### src/rtl/ks_pkg.sv
// Shared constants and helpers for the Kogge-Stone adder sharing logic.
package ks_pkg;

  localparam int KS_WIDTH   = 16;
  localparam int KS_MAX_REQ = 8;

  function automatic int ks_idw(input int n);
    return (n > 1) ? $clog2(n) : 1;
  endfunction

endpackage

### src/rtl/ks_add_arbiter_checker.sv
// Requester-protocol and grant-shape properties for ks_add_arbiter.
module ks_add_arbiter_checker #(
  parameter int WIDTH = 16,
  parameter int NREQ  = 4
) (
  input logic                  clk,
  input logic                  rst_n,
  input logic [NREQ-1:0]       req_valid,
  input logic [NREQ-1:0]       req_ready,
  input logic [NREQ*WIDTH-1:0] req_a,
  input logic [NREQ*WIDTH-1:0] req_b,
  input logic [NREQ-1:0]       req_cin
);

  a_ready_onehot0: assert property (@(posedge clk) disable iff (!rst_n) $onehot0(req_ready));

  for (genvar i = 0; i < NREQ; i++) begin : g_hold
    a_req_hold: assert property (@(posedge clk) disable iff (!rst_n)
      (req_valid[i] && !req_ready[i]) |=>
      (req_valid[i] && $stable(req_a[i*WIDTH +: WIDTH]) &&
       $stable(req_b[i*WIDTH +: WIDTH]) && $stable(req_cin[i])));
  end

endmodule

### src/rtl/ks_rr_arbiter.sv
// Round-robin grant selection with its own rotating priority pointer.
module ks_rr_arbiter
  import ks_pkg::*;
#(
  parameter  int NREQ = 4,
  localparam int IDW  = ks_idw(NREQ)
) (
  input  logic            clk,
  input  logic            rst_n,
  input  logic [NREQ-1:0] req_valid,
  input  logic            advance,
  output logic [NREQ-1:0] grant,
  output logic [IDW-1:0]  grant_idx
);

  logic [IDW-1:0]  ptr_r;
  logic [NREQ-1:0] rot_s;
  logic [IDW-1:0]  off_s;
  logic [IDW:0]    sum_s;
  logic [IDW-1:0]  idx_s;

  // Rotate so the pointer lands on bit 0, take the lowest set bit, then map back.
  always_comb begin
    rot_s = NREQ'({req_valid, req_valid} >> ptr_r);
    off_s = '0;
    for (int k = NREQ - 1; k >= 0; k--) begin
      if (rot_s[k]) off_s = IDW'(k);
      else          off_s = off_s;
    end
    sum_s = {1'b0, ptr_r} + {1'b0, off_s};
    if (sum_s >= (IDW+1)'(NREQ)) idx_s = IDW'(sum_s - (IDW+1)'(NREQ));
    else                         idx_s = sum_s[IDW-1:0];
  end

  assign grant     = (|req_valid) ? (NREQ'(1) << idx_s) : '0;
  assign grant_idx = idx_s;

  // Pointer moves just past the winner on every accept, otherwise holds.
  always_ff @(posedge clk or negedge rst_n) begin
    if (!rst_n) begin
      ptr_r <= '0;
    end else if (advance) begin
      ptr_r <= (idx_s == IDW'(NREQ - 1)) ? '0 : idx_s + IDW'(1);
    end
  end

endmodule

### src/rtl/ks_add_arbiter.sv
// Shares one combinational adder core among NREQ requesters and buffers one result.
module ks_add_arbiter
  import ks_pkg::*;
#(
  parameter  int WIDTH = KS_WIDTH,
  parameter  int NREQ  = 4,
  localparam int IDW   = ks_idw(NREQ)
) (
  input  logic                  clk,
  input  logic                  rst_n,
  input  logic [NREQ-1:0]       req_valid,
  output logic [NREQ-1:0]       req_ready,
  input  logic [NREQ*WIDTH-1:0] req_a,
  input  logic [NREQ*WIDTH-1:0] req_b,
  input  logic [NREQ-1:0]       req_cin,
  output logic [WIDTH-1:0]      add_a,
  output logic [WIDTH-1:0]      add_b,
  output logic                  add_cin,
  input  logic [WIDTH-1:0]      add_sum,
  input  logic                  add_cout,
  output logic                  rsp_valid,
  input  logic                  rsp_ready,
  output logic [WIDTH-1:0]      rsp_sum,
  output logic                  rsp_cout,
  output logic [IDW-1:0]        rsp_id
);

  logic [NREQ-1:0]  grant_s;
  logic [IDW-1:0]   grant_idx_s;
  logic             can_accept_s;
  logic             accept_s;
  logic             rsp_valid_r;
  logic [WIDTH-1:0] rsp_sum_r;
  logic             rsp_cout_r;
  logic [IDW-1:0]   rsp_id_r;

  assign can_accept_s = !rsp_valid_r || rsp_ready;
  assign accept_s     = (|req_valid) && can_accept_s;
  assign req_ready    = accept_s ? grant_s : '0;

  ks_rr_arbiter #(.NREQ(NREQ)) u_arb (
    .clk       (clk),
    .rst_n     (rst_n),
    .req_valid (req_valid),
    .advance   (accept_s),
    .grant     (grant_s),
    .grant_idx (grant_idx_s)
  );

  // AND-OR operand mux; a zero grant vector yields all-zero operands.
  always_comb begin
    add_a   = '0;
    add_b   = '0;
    add_cin = 1'b0;
    for (int i = 0; i < NREQ; i++) begin
      add_a   = add_a | (req_a[i*WIDTH +: WIDTH] & {WIDTH{grant_s[i]}});
      add_b   = add_b | (req_b[i*WIDTH +: WIDTH] & {WIDTH{grant_s[i]}});
      add_cin = add_cin | (req_cin[i] & grant_s[i]);
    end
  end

  // One-entry response buffer; payload only changes on accept so it holds through stalls.
  always_ff @(posedge clk or negedge rst_n) begin
    if (!rst_n) begin
      rsp_valid_r <= 1'b0;
      rsp_sum_r   <= '0;
      rsp_cout_r  <= 1'b0;
      rsp_id_r    <= '0;
    end else if (accept_s) begin
      rsp_valid_r <= 1'b1;
      rsp_sum_r   <= add_sum;
      rsp_cout_r  <= add_cout;
      rsp_id_r    <= grant_idx_s;
    end else if (rsp_ready) begin
      rsp_valid_r <= 1'b0;
    end
  end

  assign rsp_valid = rsp_valid_r;
  assign rsp_sum   = rsp_sum_r;
  assign rsp_cout  = rsp_cout_r;
  assign rsp_id    = rsp_id_r;

  ks_add_arbiter_checker #(.WIDTH(WIDTH), .NREQ(NREQ)) u_chk (
    .clk       (clk),
    .rst_n     (rst_n),
    .req_valid (req_valid),
    .req_ready (req_ready),
    .req_a     (req_a),
    .req_b     (req_b),
    .req_cin   (req_cin)
  );

endmodule
### config.mk
export PLATFORM = sky130hd
export DESIGN_NAME = ks_add_arbiter
export DESIGN_NICKNAME = d
export VERILOG_FILES = /design/src/rtl/ks_pkg.sv /design/src/rtl/ks_add_arbiter_checker.sv /design/src/rtl/ks_rr_arbiter.sv /design/src/rtl/ks_add_arbiter.sv
export SDC_FILE = /design/constraint.sdc
export NUM_CORES = 1
export LEC_CHECK = 0
export BUFFER_PORTS_ARGS = -buffer_cell sky130_fd_sc_hd__buf_2
export CORE_ASPECT_RATIO = 1.4
export CORE_MARGIN = 3
export CORE_UTILIZATION = 35
export CTS_BUF_LIST = sky130_fd_sc_hd__clkbuf_8 sky130_fd_sc_hd__clkbuf_16
export DETAILED_ROUTE_END_ITERATION = 10
export GPL_ROUTABILITY_DRIVEN = 1
export GPL_TIMING_DRIVEN = 1
export PLACE_DENSITY = 0.77
export SLEW_MARGIN = 40
export SYNTH_ARGS = -nofsm -noshare
export SYNTH_HDL_FRONTEND = slang
export SYNTH_SLANG_ARGS = --single-unit
### constraint.sdc
create_clock -name clk -period 3.3 [get_ports clk]
set_input_delay 0.33 -clock clk [delete_from_list [all_inputs] [get_ports clk]]
set_output_delay 0.33 -clock clk [all_outputs]
set_load 0.05 [all_outputs]
==> results_dict.tcl, run 1 <==
set metrics [dict create \
    clock_sinks 22 \
    synth_area_leaders "dfrtp_1, a2111o_1, nor3_1" \
    fin_nets 704 \
    finalCritPeriodShare 1.00 \
    routed_wl_um 11200 \
    critPathKind "reg -> out" \
    cp_slowest_cell "dfrtp_2" \
    grt_pass1_wl_um 16400 \
    hpwl_um 7930 \
    ys_seq_area_frac 0.220 \
    violations "setup timing" \
    outcome "finished with violations" \
    maxSlewViolCount 0 \
    n_antenna_cell 0 \
    drive_gt1_frac 0.581 \
    r2r_cells 12 \
    slew_headroom 0.681 \
    crit_buf_inv 3 \
    drv_cap 0 \
    clkSlewWorstSetupHoldPaths_ns 0.08 \
    grt_max_degree 36 \
    busiest_layer "met2" \
    ioPinCount 213 \
    yosys.cell_types.count 32 \
    vias 3624 \
    tightest_slew_ns 0.479 \
    rows 35 \
    grt_use_met3 0.0288 \
    path_cells "nor4_1, a21oi_1, o211ai_1, ha_2, xnor2_4, xnor2_2, buf_4, ha_4, buf_12, a22oi_2, nor2_1, a2111o_1, buf_6" \
    clk_latency_ns 0.26 \
    globalRoute.totalOverflow 0 \
    start_kind "flop" \
    yosysTopAreaCell "dfrtp_1" \
    critPathCaptureType "output pin" \
    dr.pass1.iters 4 \
    drt_first_iter_violations 204 \
    place.gp.congestion 0.861 \
    setup_ws_ns -0.000581 \
    ys_warn_count 0 \
    h-tree-depth 1 \
    coreArea_um2 6740 \
    netlist_instances 332 \
    finalClockSkew_ns 0.00651 \
    drtAntennaViolNets 0 \
    avgSynthCellArea_um2 7.54 \
    syn_nets 491 \
    hold_violations 0 \
    required_ns 2.97 \
    initial_core_util 0.371 \
    met2_usage 0.454 \
    cts_root_buf "clkbuf_8" \
    grt_antenna_before_repair 0 \
    via_per_inst 5.70 \
    ys_seq_elements 22 \
    routedWlPerCell_um 17.7 \
    synth_top_area_frac 0.220 \
    cp_top_family "compound AO/OA/AOI/OAI gates" \
    max_clock_freq_mhz 303 \
    met1_usage 0.277 \
    clock_path_buffers 2 \
    worstPathArrival_ns 2.97 \
    fp.dieH_um 106 \
    grt.total_usage 0.239 \
    cp.depth 13 \
    fin_crit_ns 3.30 \
    critPathMaxFanout 9 \
    rsz0062_at_grt "true" \
    die_w_um 77.5 \
    cts_tree "yes" \
    fin_setup_tns_ns -0.000581 \
    setup_viol 1 \
    syn-cell-area_um2 2500 \
    hold_path.class "in -> async" \
    drc 0 \
    die_area_um2 8220 \
    grt_pass1_vias 3563 \
    cpPeakStageDelay_ns 0.45 \
    portBuffers 212 \
    dp_slack_ns -0.144 \
    numCtsBuffers 3 \
    areaGrowthSynthToFinish_pct 75.7 \
]
[worst register-to-register path, stage by stage (launching register included)]
cell	delay, ns
dfrtp_2	0.45
nor4_1	0.31
a21oi_1	0.07
o211ai_1	0.10
ha_2	0.26
xnor2_4	0.08
xnor2_2	0.22
buf_4	0.16
ha_4	0.18
buf_12	0.18
nor2_1	0.07
nand2_1	0.08
o21ai_0	0.08
[path summary, 6_finish.rpt]
check	from	endpoint	slack, ns
setup / recovery	u_arb.ptr_r[0]	add_b[12]	-0.0006
hold / removal	rst_n	rsp_sum[13]	0.02
setup reg to reg	u_arb.ptr_r[0]	u_arb.ptr_r[0]	0.94
hold reg to reg	rsp_sum[13]	rsp_sum[13]	0.49
max in group asynchronous	rst_n	u_arb.ptr_r[0]	2.93
min in group clk	add_sum[9]	rsp_sum[9]	0.28
[cells in the mapped netlist (all sizes together)]
library cell and number:
and3b 1, inv 3, nor3b 1, buf 10, xor2 1, xnor2 2, mux2 18, o211ai 1
o21ai 3, o22ai 1, and2 3, a22oi 33, nor2b 2, o311a 1, nor2 41, nor3 68
a21oi 3, or4 1, a2111o 33, mux2i 3, clkbuf 28, o311ai 1, ha 3, nor4 2
dfrtp 22, nand2 45, nand2b 2
[registers in the layout, indices dropped and copies added (netlist names)]
name and flops:
rsp_id 2, rsp_valid 1, rsp_sum 16, u_arb.ptr_r 2, rsp_cout 1
[area by class of cell]
type	instances	area, um2
fillers	579	2350
flip-flops and latches	22	552
repair buffers	246	1680
inverters	3	11.3
well taps	92	115
multi-input cells	269	1990
clock buffers	4	55.1
[cells in the final DEF, fill, tap and decap left out, drive strengths merged, types with 5 or more instances in the layout]
cell type,n
clkbuf,5
buf,245
nor3,68
a22oi,33
mux2,18
a2111o,33
nand2,45
dfrtp,22
nor2,41
[cells by family (layout without fill, tap and decap cells)]
| logic type | count (synthesis) | after routing | synth area share |
|---|---|---|---|
| AOI/OAI and AO/OA | 76 | 76 | 0.279 |
| and+or+nand+nor | 166 | 166 | 0.304 |
| buffers and inverters | 41 | 253 | 0.0765 |
| adders and majority gates | 3 | 3 | 0.0150 |
| xor gates and xnor gates | 3 | 3 | 0.0105 |
| muxes | 21 | 21 | 0.0945 |
| DFF | 22 | 22 | 0.220 |
[per-stage QoR]
step | std cells | utilization | cell area, um2 | hold slack, ns
finish | 636 | 0.652 | 4400 | 0.0199
floorplan | 332 | - | 2530 | 0.0344
global route | 636 | 0.652 | 4400 | 0.0534
CTS | 633 | 0.622 | 4190 | 0.0374
detailed placement | 623 | 0.560 | 3770 | 0.313
global placement | 623 | 0.560 | 3770 | 0.314
[routing by layer]
layer  vias up  part of all wire
li1       1675                 -
met3        38             0.070
met2       223              0.52
met5         -                 0
met1      1688              0.38
met4         0             0.029
[what timing repair did]
action / CTS / global route
setup buffers: 6 / 2
resized for setup: 93 / 36
hold buffers: 0 / 0
gates cloned: 0 / 1
endpoints found under the setup margin: 33 / 34
pin swaps: 24 / 17
Power of run 1 is left out: the tool's default activity adds up to more than one toggle a clock period on the data nets, which glitch-free logic cannot reach.
==> run 2, diff against run 1 <==
CORE_UTILIZATION = 39   (was 35)
PLACE_DENSITY = 0.82   (was 0.77)
clock period = 3.4 ns   (was 3.3 ns; I/O delays follow)
==> results_dict.tcl, run 2 (same netlist as run 1, synthesis figures left out) <==
set metrics [dict create \
    worstPathArrival_ns 3.08 \
    cpPeakStageDelay_ns 0.45 \
    start_kind "flop" \
    violations "setup timing" \
    clkSlewWorstSetupHoldPaths_ns 0.08 \
    critPathCaptureType "output pin" \
    numCtsBuffers 3 \
    required_ns 3.06 \
    cts_root_buf "clkbuf_8" \
    grt.total_usage 0.271 \
    grt_pass1_wl_um 16300 \
    routedWlPerCell_um 18.9 \
    hold_violations 0 \
    rsz0062_at_grt "true" \
    drv_cap 0 \
    grt_use_met3 0.0579 \
    ioPinCount 213 \
    finalClockSkew_ns 0.00406 \
    die_area_um2 7430 \
    slew_headroom 0.578 \
    drt_first_iter_violations 220 \
    met1_usage 0.306 \
    die_w_um 73.7 \
    met2_usage 0.501 \
    fill_cells 442 \
    hold_path.class "in -> async" \
    finalCritPeriodShare 1.00 \
    hpwl_um 7990 \
    clock_sinks 22 \
    drtAntennaViolNets 0 \
    cts_tree "yes" \
    grt_antenna_before_repair 0 \
    grt_max_degree 35 \
    maxSlewViolCount 0 \
    fin_crit_ns 3.42 \
    dr.pass1.iters 5 \
    grt_pass1_vias 3523 \
    globalRoute.totalOverflow 0 \
    crit_start "u_arb.ptr_r[0]" \
    initial_core_util 0.415 \
    tightest_slew_ns 0.632 \
    max_clock_freq_mhz 293 \
    rows 33 \
    final_cell_mix "buf_2, nor3_1, nand2_1" \
    setup_viol 3 \
    critPathMaxFanout 6 \
    busiest_layer "met2" \
    portBuffers 212 \
    drc 0 \
    n_antenna_cell 0 \
    routed_wl_um 11500 \
    fp.dieH_um 101 \
    cts_hold_buf 0 \
    clk_latency_ns 0.27 \
    critPathKind "reg -> out" \
    largest_reg_flops 16 \
    reg2reg_from "u_arb.ptr_r[0]" \
    drive_gt1_frac 0.579 \
    final_common_cell "buf_2" \
    via_per_inst 6.04 \
    areaGrowthSynthToFinish_pct 72.9 \
    outcome "finished with violations" \
    h-tree-depth 1 \
    setup_ws_ns -0.0167 \
    place.gp.congestion 0.854 \
    clock_path_buffers 2 \
    fin_nets 699 \
    vias 3676 \
    utilization 0.718 \
    cp_slowest_cell "dfrtp_2" \
    coreArea_um2 6030 \
    path_cells "inv_2, nand2_1, o22ai_2, nand2_1, o211ai_1, ha_2, xnor2_4, xnor2_2, inv_2, ha_4, clkbuf_16, a22oi_1, nor2_1, a2111o_1, buf_6" \
]
-- run 2: cell types whose count changed in the layout (fill, tap and decap cells not counted), sizes merged --
cell | before | now
buf | 245 | 240
bufinv | 0 | 1
clkbuf | 5 | 4
-- run 2: path summary, 6_finish.rpt --
path,to,cells after the start,slack (ns)
max,add_a[0],15,-0.02
min,rsp_sum[13],1,0.03
max reg2reg,u_arb.ptr_r[0],13,1.00
min reg2reg,rsp_sum[14],1,0.48
max in group asynchronous,u_arb.ptr_r[0],1,3.02
min in group clk,rsp_sum[12],2,0.28
-- run 2: worst max-delay path: cells and delay by family, from the launching register on --
family / cells / cell delay (ns)
AO/OA/AOI/OAI: 4 / 0.81
XOR/XNOR: 2 / 0.31
flip-flops: 1 / 0.45
AND/OR/NAND/NOR: 3 / 0.22
adder cells (fa/ha/maj): 2 / 0.49
buffers and inverters: 4 / 0.54
-- run 2: per-layer routing --
layer,up-vias,wire length [um],part of all wire
met1,1706,4050,0.35
met3,38,1250,0.11
met2,272,5880,0.51
met4,0,330,0.029
met5,-,0,0
li1,1660,-,-
-- run 2: metrics by stage --
step | setup TNS [ns] | instance area (um2) | setup WS (ns) | instances | hold WS [ns]
detailed placement | -0.0697 | 3700 | -0.0411 | 599 | 0.326
finish | -0.0322 | 4330 | -0.0167 | 609 | 0.0261
floorplan | 0 | 2530 | 0.0949 | 332 | 0.0444
global route | -3.40 | 4330 | -0.163 | 609 | 0.0417
CTS | 0 | 4000 | 0.000599 | 606 | 0.0389
global placement | 0 | 3690 | 0.0478 | 599 | 0.325
-- run 2: area by class of cell --
cell class,instances,area (um2),share of cell area
sequential,22,552,0.127
clock buffer,3,41.3,0.00954
tap,70,87.6,0.0202
multi-input combinational,269,1990,0.460
clock inverter,1,30.0,0.00694
inverter,3,11.3,0.00260
timing repair buffer,241,1610,0.373
-- run 2: repair_timing --
item,4_1_cts,5_1_grt
cloned,0,2
resized for setup,60,77
pin swaps,5,31
buffers inserted,3,1
endpoints found under the hold margin,0,0
endpoints found under the setup margin,33,34
Power of run 2 is left out for the same reason.
